<file path="src/rtl/regfile_pkg.sv">
// Shared types for the register-file port scheduler: default widths,
// sequencer state encoding and arbiter grant encoding.
package regfile_pkg;

    localparam int DW_DEF = 16;
    localparam int AW_DEF = 4;

    typedef enum logic [2:0] {
        IDLE,
        WR,
        RD_A,
        RD_B,
        RD_W,
        DONE
    } state_t;

    localparam logic GRANT_WB = 1'b0;
    localparam logic GRANT_RD = 1'b1;

endpackage

</file>
<file path="src/rtl/regfile_arb2.sv">
// Two-requester arbiter: writeback wins a tie unless it won the previous
// grant, so neither side can be starved for more than one access.
module regfile_arb2
    import regfile_pkg::*;
(
    input  logic clk,
    input  logic rst,
    input  logic wb_req,
    input  logic rd_req,
    input  logic gnt_en,
    output logic gnt_wb,
    output logic gnt_rd
);

    logic last_grant;

    always_comb begin
        gnt_wb = 1'b0;
        gnt_rd = 1'b0;
        if (wb_req && rd_req) begin
            if (last_grant == GRANT_WB) gnt_rd = 1'b1;
            else                        gnt_wb = 1'b1;
        end else if (wb_req) begin
            gnt_wb = 1'b1;
        end else if (rd_req) begin
            gnt_rd = 1'b1;
        end
    end

    // Grant history only advances when the sequencer actually takes a decision.
    always_ff @(posedge clk) begin
        if (rst) begin
            last_grant <= GRANT_WB;
        end else if (gnt_en && gnt_wb) begin
            last_grant <= GRANT_WB;
        end else if (gnt_en && gnt_rd) begin
            last_grant <= GRANT_RD;
        end
    end

endmodule

</file>
<file path="src/rtl/regfile_port_sched.sv">
// Sequencer sharing the single reg_file port between operand fetch (two
// back-to-back reads) and writeback (one write). All outputs are registered.
module regfile_port_sched
    import regfile_pkg::*;
#(
    parameter int DW     = DW_DEF,
    parameter int AW     = AW_DEF,
    parameter int RD_LAT = 0
) (
    input  logic          clk,
    input  logic          rst,
    input  logic          rd_req,
    input  logic [AW-1:0] rd_addr_a,
    input  logic [AW-1:0] rd_addr_b,
    output logic          rd_ack,
    output logic          rd_done,
    output logic [DW-1:0] rd_data_a,
    output logic [DW-1:0] rd_data_b,
    input  logic          wb_req,
    input  logic [AW-1:0] wb_addr,
    input  logic [DW-1:0] wb_data,
    output logic          wb_ack,
    output logic          rf_we,
    output logic [AW-1:0] rf_addr,
    output logic [DW-1:0] rf_data,
    input  logic [DW-1:0] rf_value
);

    if (RD_LAT != 0 && RD_LAT != 1) begin : g_bad_rd_lat
        $error("regfile_port_sched: RD_LAT must be 0 or 1");
    end

    state_t        state;
    logic [AW-1:0] addr_b;
    logic [DW-1:0] stage_a;
    logic          arb_en;
    logic          wb_pend;
    logic          gnt_wb;
    logic          gnt_rd;

    // In WR the pending wb_req is the one being served this cycle.
    assign arb_en  = (state == IDLE) || (state == WR) || (state == DONE);
    assign wb_pend = wb_req && (state != WR);

    regfile_arb2 u_arb (
        .clk    (clk),
        .rst    (rst),
        .wb_req (wb_pend),
        .rd_req (rd_req),
        .gnt_en (arb_en),
        .gnt_wb (gnt_wb),
        .gnt_rd (gnt_rd)
    );

    always_ff @(posedge clk) begin
        if (rst) begin
            state     <= IDLE;
            rf_we     <= 1'b0;
            rf_addr   <= '0;
            rf_data   <= '0;
            rd_ack    <= 1'b0;
            rd_done   <= 1'b0;
            wb_ack    <= 1'b0;
            rd_data_a <= '0;
            rd_data_b <= '0;
        end else begin
            rf_we   <= 1'b0;
            rd_ack  <= 1'b0;
            rd_done <= 1'b0;
            wb_ack  <= 1'b0;
            case (state)
                IDLE, WR, DONE: begin
                    if (gnt_wb) begin
                        state   <= WR;
                        rf_we   <= 1'b1;
                        rf_addr <= wb_addr;
                        rf_data <= wb_data;
                        wb_ack  <= 1'b1;
                    end else if (gnt_rd) begin
                        state   <= RD_A;
                        rf_addr <= rd_addr_a;
                        rd_ack  <= 1'b1;
                    end else begin
                        state   <= IDLE;
                    end
                end
                RD_A: begin
                    state   <= RD_B;
                    rf_addr <= addr_b;
                end
                RD_B: begin
                    if (RD_LAT == 0) begin
                        state     <= DONE;
                        rd_data_a <= stage_a;
                        rd_data_b <= rf_value;
                        rd_done   <= 1'b1;
                    end else begin
                        state     <= RD_W;
                    end
                end
                RD_W: begin
                    state     <= DONE;
                    rd_data_a <= stage_a;
                    rd_data_b <= rf_value;
                    rd_done   <= 1'b1;
                end
                default: state <= IDLE;
            endcase
        end
    end

    // Operand staging; operand A arrives one state later with a registered file.
    always_ff @(posedge clk) begin
        if (arb_en && !gnt_wb && gnt_rd) begin
            addr_b <= rd_addr_b;
        end
        if ((RD_LAT == 0 && state == RD_A) || (RD_LAT == 1 && state == RD_B)) begin
            stage_a <= rf_value;
        end
    end

endmodule

</file>
<file path="config.mk">
export PLATFORM = sky130hd
export DESIGN_NAME = regfile_port_sched
export DESIGN_NICKNAME = d
export VERILOG_FILES = /design/src/rtl/regfile_pkg.sv /design/src/rtl/regfile_arb2.sv /design/src/rtl/regfile_port_sched.sv
export SDC_FILE = /design/constraint.sdc
export NUM_CORES = 1
export LEC_CHECK = 0
export ABC_CLOCK_PERIOD_IN_PS = 1800
export CAP_MARGIN = 15
export CORE_ASPECT_RATIO = 0.7
export CORE_UTILIZATION = 28
export CTS_BUF_LIST = sky130_fd_sc_hd__clkbuf_4 sky130_fd_sc_hd__clkbuf_8
export CTS_CLUSTER_SIZE = 16
export DETAILED_ROUTE_END_ITERATION = 8
export GPL_ROUTABILITY_DRIVEN = 0
export GPL_TIMING_DRIVEN = 1
export PLACE_DENSITY = 0.62
export SETUP_SLACK_MARGIN = 0.5
export SYNTH_ARGS = -nofsm -noshare
export SYNTH_HDL_FRONTEND = slang
export SYNTH_SLANG_ARGS = --single-unit
</file>
<file path="constraint.sdc">
create_clock -name clk -period 1.8 [get_ports clk]
set_input_delay 0.18 -clock clk [delete_from_list [all_inputs] [get_ports clk]]
set_output_delay 0.18 -clock clk [all_outputs]
set_load 0.005 [all_outputs]
</file>
==> impl_results.md <==
* Antenna viol nets, final at 0
* Status: finished with violations
* Per-cell routed wire length at 14.3 um
* Cell Rows at 31
* Yosys cell types at 33
* Final nets at 421
* EDFF count, synth at 20
* CTS max path bufs at 2
* Maximum number of pins on one net before global-route repair at 38
* Vias in the first global route at between 2000 and 2500
* Ys flop type: dfxtp_1
* Final Non-Filler Cells at 510
* Tightest Pin Transition at about 0.75 ns
* Commonest non-fill, non-tap cells in the layout: nor2_1, dlygate4sd2_1, mux2i_1, clkdlybuf4s50_1, dfxtp_1
* Netlist Area Pre-Place at ~3000 um^2
* Initial Util at 28.9%
* Drt pass-1 iters at 8
* Placed inst area at 4180 um^2
* Critical path class: register to register
* Fin area at 4710 um^2
* Critical Path Fanout Max at 8
* Count of final setup violators at 0
* Critical R2R Launch: state[2]
* Final wirelength at 7290 um
* Critical Path AT at 1.70 ns
* Max cap viols at 0
* GRT Total Usage at 13.1%
* Setup TNS at 0 ns
* Clk sinks at 79
* Synthesized flop and latch total at 79
* Final Cycle Share at 83.1%
* Core Footprint at 10400 um^2
* Drt via density at 4.35
* RSZ-0062 raised after global routing: yes
* Via count at between 2000 and 2500
* Hold Buf Count CTS at 0
* DIE HEIGHT at a little under 90 um
* Cells after Synth at 249
* Final worst slack at 0.305 ns
* Share of cells above drive strength 1 at 24.3%
* Max-slew violations at 0
* # diodes at 0
* DIE AREA at 11100 um^2
* Synth warnings at 0
* FMAX at between 600 and 700 MHz
* Overall Power at 0.00414 W
* Asr flop ratio synth at 0%
* DRC viols at 10
* Placed cells at 473
* Detailed Place HPWL at 4300 um
* Failing checks: DRC
* H-tree depth at 3
* Initial antenna violation count at 0
* Port buffer count at 103
* Leak pwr at 2.01 nW
* Area delta synth->final at 57.5%
* Die extent in x at 126 um
* Max VDD drop at 0.000570 V
* CTS tree: done
* Syn avg cell area at roughly 12 um^2
* Skew final at 0.00879 ns
* Syn_nets at 297
* Min-delay src: rst
* Setup WS pre-CTS at 0.0473 ns
* Clock root cell: clkbuf_8
* Clock Latency Late Sink at 0.35 ns
* Cts bufs inserted at 9
* Register area share after synthesis at between 50% and 60%
* DRT iter0 DRCs at 77
* Fin crit period at 1.50 ns
* I/O pin cnt at 104
* Final-report hold violation count at 0
* Relative slew slack at 49.8%
* Startpoint types: register
* PD cells at approximately 900 nW/um^2
* Hold WC Path Type: input port to register
* GR Overflow Total at 0
* First-pass GRT wire length at 11100 um
* Clk slew on worst S/H paths at approximately 0.080 ns
* Worst Setup SP: state[2]
* Worst setup EP type: register
* Crit path required time at 2.00 ns
## kinds of logic (layout without fill, tap and decap cells)
group / after synthesis / count (layout) / share of synthesized area, %
flip-flops: 79 / 79 / 59.5
AND/OR/NAND/NOR: 77 / 77 / 12.1
multiplexers: 48 / 48 / 16.0
AO/OA/AOI/OAI: 23 / 23 / 7.31
buffers and inverters: 21 / 150 / 4.72
XOR/XNOR: 1 / 1 / 0.293
## sequential cells by signal, indices dropped and copies added (netlist names)
register / flops
rd_ack: 1
addr_b: 4
rd_done: 1
u_arb.last_grant: 1
rf_addr: 4
rf_data: 16
stage_a: 16
rd_data_b: 16
rd_data_a: 16
rf_we: 1
state: 3
## stage by stage
stage / util (%) / hold slack [ns]
after floorplan: - / 0.279
after global placement: 40.3 / 0.462
after detailed placement: 40.3 / 0.474
after CTS: 44.3 / 0.376
after global routing: 45.5 / 0.374
final: 45.5 / 0.392
## what timing repair did
action | 4_1_cts | 5_1_grt
buffers inserted | 8 | 8
pin swaps | 4 | 4
gates cloned | 4 | 1
setup endpoints to repair | 133 | 80
gates resized for setup | 92 | 15
## final cells by class
| type | count | area (um^2) |
|---|---|---|
| sequential | 79 | 1810 |
| multi-input combinational | 149 | 1140 |
| fill | 977 | 5640 |
| tap | 132 | 165 |
| inverter | 3 | 15.0 |
| timing repair buffer | 131 | 1380 |
| clock inverter | 5 | 58.8 |
| clock buffer | 11 | 139 |
## path summary, 6_finish.rpt
path,end,slack [ns],cells past startpoint
max,rf_data[5],0.30,7
min,rf_data[9],0.39,2
max reg2reg,rf_data[5],0.30,7
min reg2reg,rf_data[10],0.48,2
## power by group
| part | internal, W | switching (W) | leakage [nW] | total, W |
|---|---|---|---|---|
| registers | 0.00196 | 0.0000593 | 0.676 | 0.00202 |
| clock network | 0.000672 | 0.000639 | 0.0980 | 0.00131 |
| logic | 0.000480 | 0.000336 | 1.23 | 0.000816 |
| total | 0.00311 | 0.00103 | 2.01 | 0.00414 |
## layer usage
metal | share of wire [%] | routed length, um | vias to the layer above | track usage, %
li1 | - | - | 1107 | -
met3 | 10 | 736 | 8 | 6.89
met5 | 0 | 0 | - | 0
met2 | 42 | 3040 | 82 | 19.5
met4 | 0.97 | 71 | 0 | 4.32
met1 | 47 | 3450 | 1019 | 16.4
## worst max-delay path, cell delays in order (launching register included)
cell	delay, ns
dfxtp_2	0.33
buf_6	0.12
xnor2_2	0.11
and4b_2	0.32
buf_6	0.13
buf_16	0.12
mux2i_1	0.18
nor2_1	0.05
## Yosys cell counts, types with 2 or more instances
| cell type | n | area, um^2 |
|---|---|---|
| dfxtp_1 | 59 | 1180 |
| nor2_1 | 54 | 203 |
| mux2i_1 | 48 | 480 |
| edfxtp_1 | 20 | 601 |
| nand2b_1 | 7 | 43.8 |
| buf_6 | 6 | 67.6 |
| clkbuf_1 | 6 | 22.5 |
| buf_4 | 4 | 30.0 |
| nand3b_1 | 4 | 30.0 |
| o41ai_2 | 4 | 65.1 |
| a21oi_1 | 3 | 15.0 |
| a221oi_1 | 3 | 26.3 |
| inv_1 | 3 | 11.3 |
| nor2b_1 | 3 | 18.8 |
| o21ai_0 | 3 | 15.0 |
| o21ai_2 | 3 | 26.3 |
| buf_2 | 2 | 10.0 |
| nand2_1 | 2 | 7.51 |
No activity file was read; power rests on OpenSTA's default activity.
